**src/rtl/bitwise_serial_lu.sv**
```systemverilog
// Multi-cycle bitwise logic unit: AND/OR/XOR/NOR over WIDTH bits, SLICE bits per clock.
// Optional registered parity output is enabled by defining LOGIC_PARITY_EN.
module bitwise_serial_lu #(
    parameter int WIDTH = 32,
    parameter int SLICE = 8
) (
    input  logic             clk,
    input  logic             rst_n,
    input  logic             in_valid,
    output logic             in_ready,
    input  logic [1:0]       op,
    input  logic [WIDTH-1:0] a,
    input  logic [WIDTH-1:0] b,
    output logic             out_valid,
    input  logic             out_ready,
    output logic [WIDTH-1:0] res,
    output logic             zero,
`ifdef LOGIC_PARITY_EN
    output logic             busy,
    output logic             parity
`else
    output logic             busy
`endif
);

    localparam int N  = WIDTH / SLICE;
    localparam int CW = (N > 1) ? $clog2(N) : 1;

    generate
        if ((WIDTH % SLICE) != 0) begin : g_bad_slice
            $error("bitwise_serial_lu: WIDTH must be a multiple of SLICE");
        end
    endgenerate

    typedef enum logic [1:0] {
        S_IDLE = 2'b00,
        S_BUSY = 2'b01,
        S_DONE = 2'b10
    } state_t;

    state_t            state_r;
    state_t            state_s;
    logic [WIDTH-1:0]  a_r;
    logic [WIDTH-1:0]  b_r;
    logic [1:0]        op_r;
    logic [CW-1:0]     cnt_r;
    logic [WIDTH-1:0]  res_r;
    logic              zero_r;
    logic              in_ready_r;
    logic              out_valid_r;
    logic              busy_r;
    logic [WIDTH-1:0]  lu_s;
    logic [WIDTH-1:0]  res_s;
    logic              accept_s;
    logic              last_s;
    logic              release_s;

    function automatic logic [WIDTH-1:0] logic_op(input logic [1:0] o,
                                                  input logic [WIDTH-1:0] x,
                                                  input logic [WIDTH-1:0] y);
        logic [WIDTH-1:0] r;
        case (o)
            2'b00:   r = x & y;
            2'b01:   r = x | y;
            2'b10:   r = x ^ y;
            2'b11:   r = ~(x | y);
            default: r = '0;
        endcase
        return r;
    endfunction

    // Next-state decode and the result with the current slice merged in
    always_comb begin
        state_s   = state_r;
        accept_s  = 1'b0;
        last_s    = 1'b0;
        release_s = 1'b0;
        lu_s      = logic_op(op_r, a_r, b_r);
        res_s     = res_r;
        for (int i = 0; i < N; i++) begin
            if (cnt_r == CW'(i)) begin
                res_s[i*SLICE +: SLICE] = lu_s[i*SLICE +: SLICE];
            end else begin
                res_s[i*SLICE +: SLICE] = res_r[i*SLICE +: SLICE];
            end
        end
        case (state_r)
            S_IDLE: begin
                if (in_valid) begin
                    state_s  = S_BUSY;
                    accept_s = 1'b1;
                end else begin
                    state_s = S_IDLE;
                end
            end
            S_BUSY: begin
                if (cnt_r == CW'(N - 1)) begin
                    state_s = S_DONE;
                    last_s  = 1'b1;
                end else begin
                    state_s = S_BUSY;
                end
            end
            S_DONE: begin
                if (out_ready) begin
                    state_s   = S_IDLE;
                    release_s = 1'b1;
                end else begin
                    state_s = S_DONE;
                end
            end
            default: state_s = S_IDLE;
        endcase
    end

    // State register and registered handshake flags derived from the next state
    always_ff @(posedge clk or negedge rst_n) begin
        if (!rst_n) begin
            state_r     <= S_IDLE;
            in_ready_r  <= 1'b1;
            out_valid_r <= 1'b0;
            busy_r      <= 1'b0;
        end else begin
            state_r     <= state_s;
            in_ready_r  <= (state_s == S_IDLE);
            out_valid_r <= (state_s == S_DONE);
            busy_r      <= (state_s == S_BUSY);
        end
    end

    // Operand capture, slice-serial result build and zero flag
    always_ff @(posedge clk or negedge rst_n) begin
        if (!rst_n) begin
            a_r    <= '0;
            b_r    <= '0;
            op_r   <= 2'b00;
            cnt_r  <= '0;
            res_r  <= '0;
            zero_r <= 1'b0;
        end else if (accept_s) begin
            a_r    <= a;
            b_r    <= b;
            op_r   <= op;
            cnt_r  <= '0;
            res_r  <= '0;
            zero_r <= 1'b0;
        end else if (state_r == S_BUSY) begin
            res_r <= res_s;
            if (last_s) begin
                cnt_r  <= cnt_r;
                zero_r <= (res_s == '0);
            end else begin
                cnt_r  <= cnt_r + CW'(1);
                zero_r <= 1'b0;
            end
        end else if (release_s) begin
            zero_r <= 1'b0;
        end else begin
            zero_r <= zero_r;
        end
    end

`ifdef LOGIC_PARITY_EN
    logic parity_r;

    function automatic logic parity_of(input logic [WIDTH-1:0] v);
        return ^v;
    endfunction

    // Parity of the final result, valid only while the result is presented
    always_ff @(posedge clk or negedge rst_n) begin
        if (!rst_n) begin
            parity_r <= 1'b0;
        end else if (accept_s || release_s) begin
            parity_r <= 1'b0;
        end else if (last_s) begin
            parity_r <= parity_of(res_s);
        end else begin
            parity_r <= parity_r;
        end
    end

    assign parity = parity_r;
`endif

    assign in_ready  = in_ready_r;
    assign out_valid = out_valid_r;
    assign busy      = busy_r;
    assign res       = res_r;
    assign zero      = zero_r;

endmodule

```
**config.mk**
```make
export PLATFORM = sky130hd
export DESIGN_NAME = bitwise_serial_lu
export DESIGN_NICKNAME = d
export VERILOG_FILES = /design/src/rtl/bitwise_serial_lu.sv
export SDC_FILE = /design/constraint.sdc
export NUM_CORES = 1
export LEC_CHECK = 0
export CORE_MARGIN = 1
export CORE_UTILIZATION = 55
export CTS_CLUSTER_SIZE = 40
export DETAILED_ROUTE_END_ITERATION = 10
export PLACE_DENSITY_LB_ADDON = 0.2
export SLEW_MARGIN = 20
export SYNTH_ARGS = -nofsm -noshare
export SYNTH_HDL_FRONTEND = slang
export SYNTH_SLANG_ARGS = --single-unit
```
**constraint.sdc**
```tcl
create_clock -name clk -period 4.5 [get_ports clk]
set_clock_uncertainty 0.15 [all_clocks]
set_input_delay 0.45 -clock clk [delete_from_list [all_inputs] [get_ports clk]]
set_output_delay 0.45 -clock clk [all_outputs]
set_load 0.01 [all_outputs]
```
==> run metrics, run 1 <==
outcome finished, final reports clean; worst setup path start op_r[0]; syn_nets 892; post-CTS setup repair buffer count 0; Detailed Routing Iterations Pass 1 5; grt met1 use 0.348; Yosys reg bits 106; first-pass GRT wire length 25.2 mm; Ports 106; Tot GR Track Use 0.258; Peak VDD IR 0.000377 V; R2R depth 8; hold buffer count at CTS 0; largest net degree at the start of global routing 133; Critical Path AT 3140 ps; RSZ-0062 raised after global routing no; Residual DRC 0; final core utilization 0.684; leakage 0.00354 uW; Tcrit/Tclk final 0.670; register area share after synthesis 0.407; prevailing post-synth register cell dfrtp_1; grt peak-use layer met2; cts bufs inserted 9; vias in the first global route 5223; flop-to-flop setup slack 1490 ps; chip width 111 microns; clock slew at reported path FFs 70 ps; total congestion overflow 0; FMAX 332 MHz; Max-Cap Viols 0; commonest non-fill, non-tap cell in the layout o21ai_0; diode count 0; Synth Area per Inst 8.65 sq um; Setup CP Type flip-flop to flip-flop; drt total wl 14.7 mm; CTS tree yes; Clock Sinks 106; Synth async-reset ratio 1.00; Tightest Pin Transition 1000 ps; Crit. End Element flip-flop; crit path time final 3010 ps; HP Class primary input to asynchronous set/reset pin; antenna viol nets, final 0; Syn Std Cell Area 6520 sq um; Slew headroom 0.331; Startpoint Class flip-flop; die height 111 microns; Worst R2R Start op_r[0]; Syn Inst Count 754; CTS Root Cell clkbuf_16; number of antenna violations at the first check in global routing 0; max-slew violation total from the final report 0; R2R Path End zero; data required time at the worst endpoint 4630 ps; Fillers 940; setup tns final 0 ps; met2 usage 0.423; Tot Pwr 5460 uW; GP Congestion 0.854; share of cells above drive strength 1 0.0370; area grow syn2layout 20.2%; area of the multi-input gates 3290 sq um; First DRT Iteration DRCs 360; Yosys cell types 45; worst skew pair latency 350 ps; effective utilization at floorplan 0.569; vias per cell 5.42; Core ar. 11500 sq um; routed len/inst 15.0 microns; Layout Nets 972; Ys Warns 0; port bufs 105; # setup viols final 0; met3 global-route usage 0.0394; Post-synth EDFFs 0; Resize count post-CTS 0; H-Tree Depth 3; Post-DP HPWL 10.6 mm; via count 5317; Clock Tree Buf Depth 2; Max FO, Critical Path 61; most frequent cells in the layout 134 x o21ai_0, 116 x nand2_1, 104 x dfrtp_1, 104 x clkdlybuf4s50_1, 97 x inv_1; endpoints failing hold 0; Reg area 2660 sq um; row count 39; PD cells 696 nW/um^2; Die ar. 12300 sq um
==> per-layer routing <==
metal  wire length (microns)  share of wire
met2                    7150           0.49
met4                     261          0.018
met1                    6790           0.46
met3                     544          0.037
met5                       0              0
==> Yosys cell counts (2+ instances only) <==
cell       count  area, sq um
o31ai_1        5         37.5
nor3_1         4         20.0
nand2b_1      21          131
o2111ai_1      2         17.5
o211ai_1       2         15.0
o21ai_1        2         10.0
o221ai_1       3         26.3
mux2i_1       21          210
buf_2          2         10.0
buf_6          5         56.3
o22ai_1       14         87.6
o21ai_0      134          671
inv_1         97          364
and2_1         2         12.5
clkbuf_1      27          101
a21oi_1       18         90.1
nor2_1        27          101
o32ai_2        3         48.8
nand3_1       10         50.1
nand2_1      116          435
nand4_1        3         18.8
nor2b_1       21          131
buf_4          5         37.5
ha_1          68          851
dfrtp_1      105         2630
o21a_1         7         52.6
a32o_1         4         40.0
buf_1          2         7.51
mux2_2         5         56.3
a31oi_1        4         25.0
==> metrics by stage <==
stage / setup slack, ps / std cells / cell area [sq um] / hold slack (ps)
floorplan: 2290 / 754 / 6520 / 4.41
global placement: 1370 / 965 / 7570 / 343
detailed placement: 1210 / 965 / 7570 / 344
CTS: 1200 / 980 / 7820 / 152
global route: 1210 / 981 / 7840 / 200
finish: 1490 / 981 / 7840 / 109
==> layout make-up <==
cell class                 count  share of cell area
inverter                      97              0.0464
sequential                   106               0.339
multi-input combinational    510               0.420
tap                          143              0.0228
clock buffer                  15              0.0316
timing repair buffer         110               0.140
==> flip-flops by register name (all words and copies together), names as in the netlist <==
register / flops
a_r: 32
b_r: 32
busy: 1
cnt_r: 2
in_ready: 1
op_r: 2
out_valid: 1
res: 32
state_r: 2
zero: 1
==> worst max-delay path by stage <==
stage          cells past startpoint  slack (ps)  endpoint
6_report                           8        1490      zero
3_3_place_gp                       8        1370      zero
4_1_cts                            8        1200      zero
5_1_grt                            8        1210      zero
3_5_place_dp                       8        1210      zero
2_1_floorplan                      9        2290      zero
==> report_power, final <==
group | total, uW | switching, uW | internal, uW
Combinational | 2960 | 1650 | 1310
Clock | 711 | 336 | 374
Sequential | 1790 | 388 | 1400
Total | 5460 | 2370 | 3080
==> cells by family after synthesis <==
logic type	synth area share
AO/OA/AOI/OAI	0.189
XOR/XNOR	0.00134
adder cells (fa/ha/maj)	0.130
buffers and inverters	0.0885
flip-flops	0.407
multiplexers	0.0409
AND/OR/NAND/NOR	0.143
==> critical path, cell delays in order (launching register included) <==
cell	delay, ps
dfrtp_4	860
buf_4	460
mux2i_1	230
o22ai_1	100
nor2_1	140
o211ai_1	90
a2111oi_0	540
nand4_1	160
o21ai_1	150
(Power assumes the default switching activity.)
==> inputs of run 2 (changes only) <==
--- a/config.mk
+++ b/config.mk
@@ -6,7 +6,7 @@
 export NUM_CORES = 1
 export LEC_CHECK = 0
 export CORE_MARGIN = 1
-export CORE_UTILIZATION = 55
+export CORE_UTILIZATION = 54
 export CTS_CLUSTER_SIZE = 40
 export DETAILED_ROUTE_END_ITERATION = 10
 export PLACE_DENSITY_LB_ADDON = 0.2
==> constraint.sdc (replaced) <==
create_clock -name clk -period 2.9 [get_ports clk]
set_clock_uncertainty 0.15 [all_clocks]
set_input_delay 0.29 -clock clk [delete_from_list [all_inputs] [get_ports clk]]
set_output_delay 0.29 -clock clk [all_outputs]
set_load 0.01 [all_outputs]
==> run 2 against run 1 <==
Compared with the run above: cell count rose by 1.0%; core utilization rose by 0.36 points; combinational power rose by 61%; the flow now finishes with violations (DRC); critical path depth rose by 1; register-to-register slack got worse by 1300 ps; non-clock buffer count rose by 10; clock power rose by 72%; global-route usage rose by 0.31 points; largest power group unchanged; die area rose by 1.8%; flip-flop and latch count did not move; sequential share of layout area fell by 0.60 points.
==> run metrics, run 2 (synthesis gave the netlist of run 1 again) <==
outcome complete, but fails checks; violated checks DRC; hold_sp op[0]; cell total after placement 975; setup slack after layout 216 ps; wl on met1 6.52 mm; max-slew violation total from the final report 0; Critical Path AT 2810 ps; GP Congestion 0.833; Tcrit/Tclk final 0.925; DR top layer met4; # setup viols final 0; DP Worst Slack 241 ps; R2R Path End zero; port bufs 105; Slew headroom 0.506; First DRT Iteration DRCs 277; wire length on met3 749 microns; Non-Filler Instances 991; HP Class primary input to flip-flop; R2R depth 9; H-Tree Depth 3; first-pass GRT wire length 26.1 mm; worst skew pair latency 360 ps; crit-path cells inv_1 > ha_1 > nand2b_2 > o32ai_2 > nand2b_1 > o2111ai_1 > nor4b_1 > nand4_1 > o21ai_1; DP Area 7680 sq um; FMAX 373 MHz; Die ar. 12500 sq um; max incr delay on CP 420 ps; flop-to-flop setup slack 220 ps; die height 112 microns; CTS Root Cell clkbuf_16; most frequent cells in the layout 134 x o21ai_0, 116 x nand2_1, 104 x dfrtp_1, 104 x clkdlybuf4s50_1, 97 x inv_1; WHS Path Cells 3; share of cells above drive strength 1 0.0519; Peak VDD IR 0.000644 V; cts bufs inserted 9; Post-DP HPWL 11.1 mm; CTS tree yes; Hold Crit Endpoint op_r[0]; met2 wire len 7.69 mm; setup tns final 0 ps; Core ar. 11600 sq um; total congestion overflow 0; Ports 106; antenna viol nets, final 0; Setup CP Type flip-flop to flip-flop; Worst R2R Start cnt_r[0]; vias in the first global route 5524; Detailed Routing Iterations Pass 1 8; vias per cell 5.51; via count 5462; Startpoint Class flip-flop; Tightest Pin Transition 740 ps; Clock Sinks 106; Crit path max-delay family simple AND/OR/NAND/NOR gates; slowest library cell on the worst path dfrtp_1; Layout Nets 982; final core utilization 0.687; chip width 112 microns; routed len/inst 15.4 microns; endpoints failing hold 0; WP buf/inv 1; RSZ-0062 raised after global routing no; Crit. End Element flip-flop; row count 39; largest net degree at the start of global routing 92; data required time at the worst endpoint 3030 ps; crit path time final 2680 ps; Tot GR Track Use 0.261; clock slew at reported path FFs 70 ps; commonest non-fill, non-tap cell in the layout o21ai_0; diode count 0; post-CTS setup repair buffer count 0; effective utilization at floorplan 0.561; Max FO, Critical Path 6; drt total wl 15.2 mm; Residual DRC 7; final instance area 7980 sq um; number of antenna violations at the first check in global routing 0; PD cells 1090 nW/um^2; leakage 0.00362 uW; Max-Cap Viols 0; Clock Tree Buf Depth 2; area grow syn2layout 22.4%
## run 2: metal layers
layer,up-vias,global-route usage
met1,2618,0.324
met5,-,0
li1,2681,-
met3,19,0.0566
met2,144,0.459
met4,0,0.0694
## run 2: how the worst max path moves through the flow
stage / from / to / cells after the start
after global routing: cnt_r[0] / zero / 9
after global placement: op_r[0] / zero / 8
after floorplan: cnt_r[0] / zero / 9
final: cnt_r[0] / zero / 9
after detailed placement: op_r[0] / zero / 8
after CTS: op_r[0] / zero / 8
## run 2: worst register-to-register path, delay by kind of cell (launching register included)
kind | cells | cell delay, ps
compound gates | 3 | 660
flops | 1 | 420
fa+ha+maj | 1 | 320
buf+inv | 1 | 110
simple gates | 4 | 930
## run 2: area by class of cell
cell class / instances / area [sq um]
clock buffers: 12 / 246
clock inverters: 3 / 40.0
fillers: 954 / 3630
inverters: 97 / 364
multi-input cells: 510 / 3290
flip-flops and latches: 106 / 2660
well taps: 143 / 179
repair buffers: 120 / 1200
## run 2: repair_timing
action | CTS | global route
setup endpoints to repair | 0 | 1
hold buffers | 1 | 0
hold endpoints to repair | 52 | 0
resized for setup | 0 | 1
## run 2: report_power, final
group	leakage, uW	total (uW)	switching [uW]	internal (uW)
logic	0.00214	4780	2650	2130
registers	0.00133	2730	561	2170
clock network	0.000142	1220	538	687
## run 2: per-stage QoR
step,hold slack [ps],total power [uW]
floorplan,-156,5970
global placement,228,7290
detailed placement,247,7500
CTS,316,8780
global route,340,9550
finish,317,8730
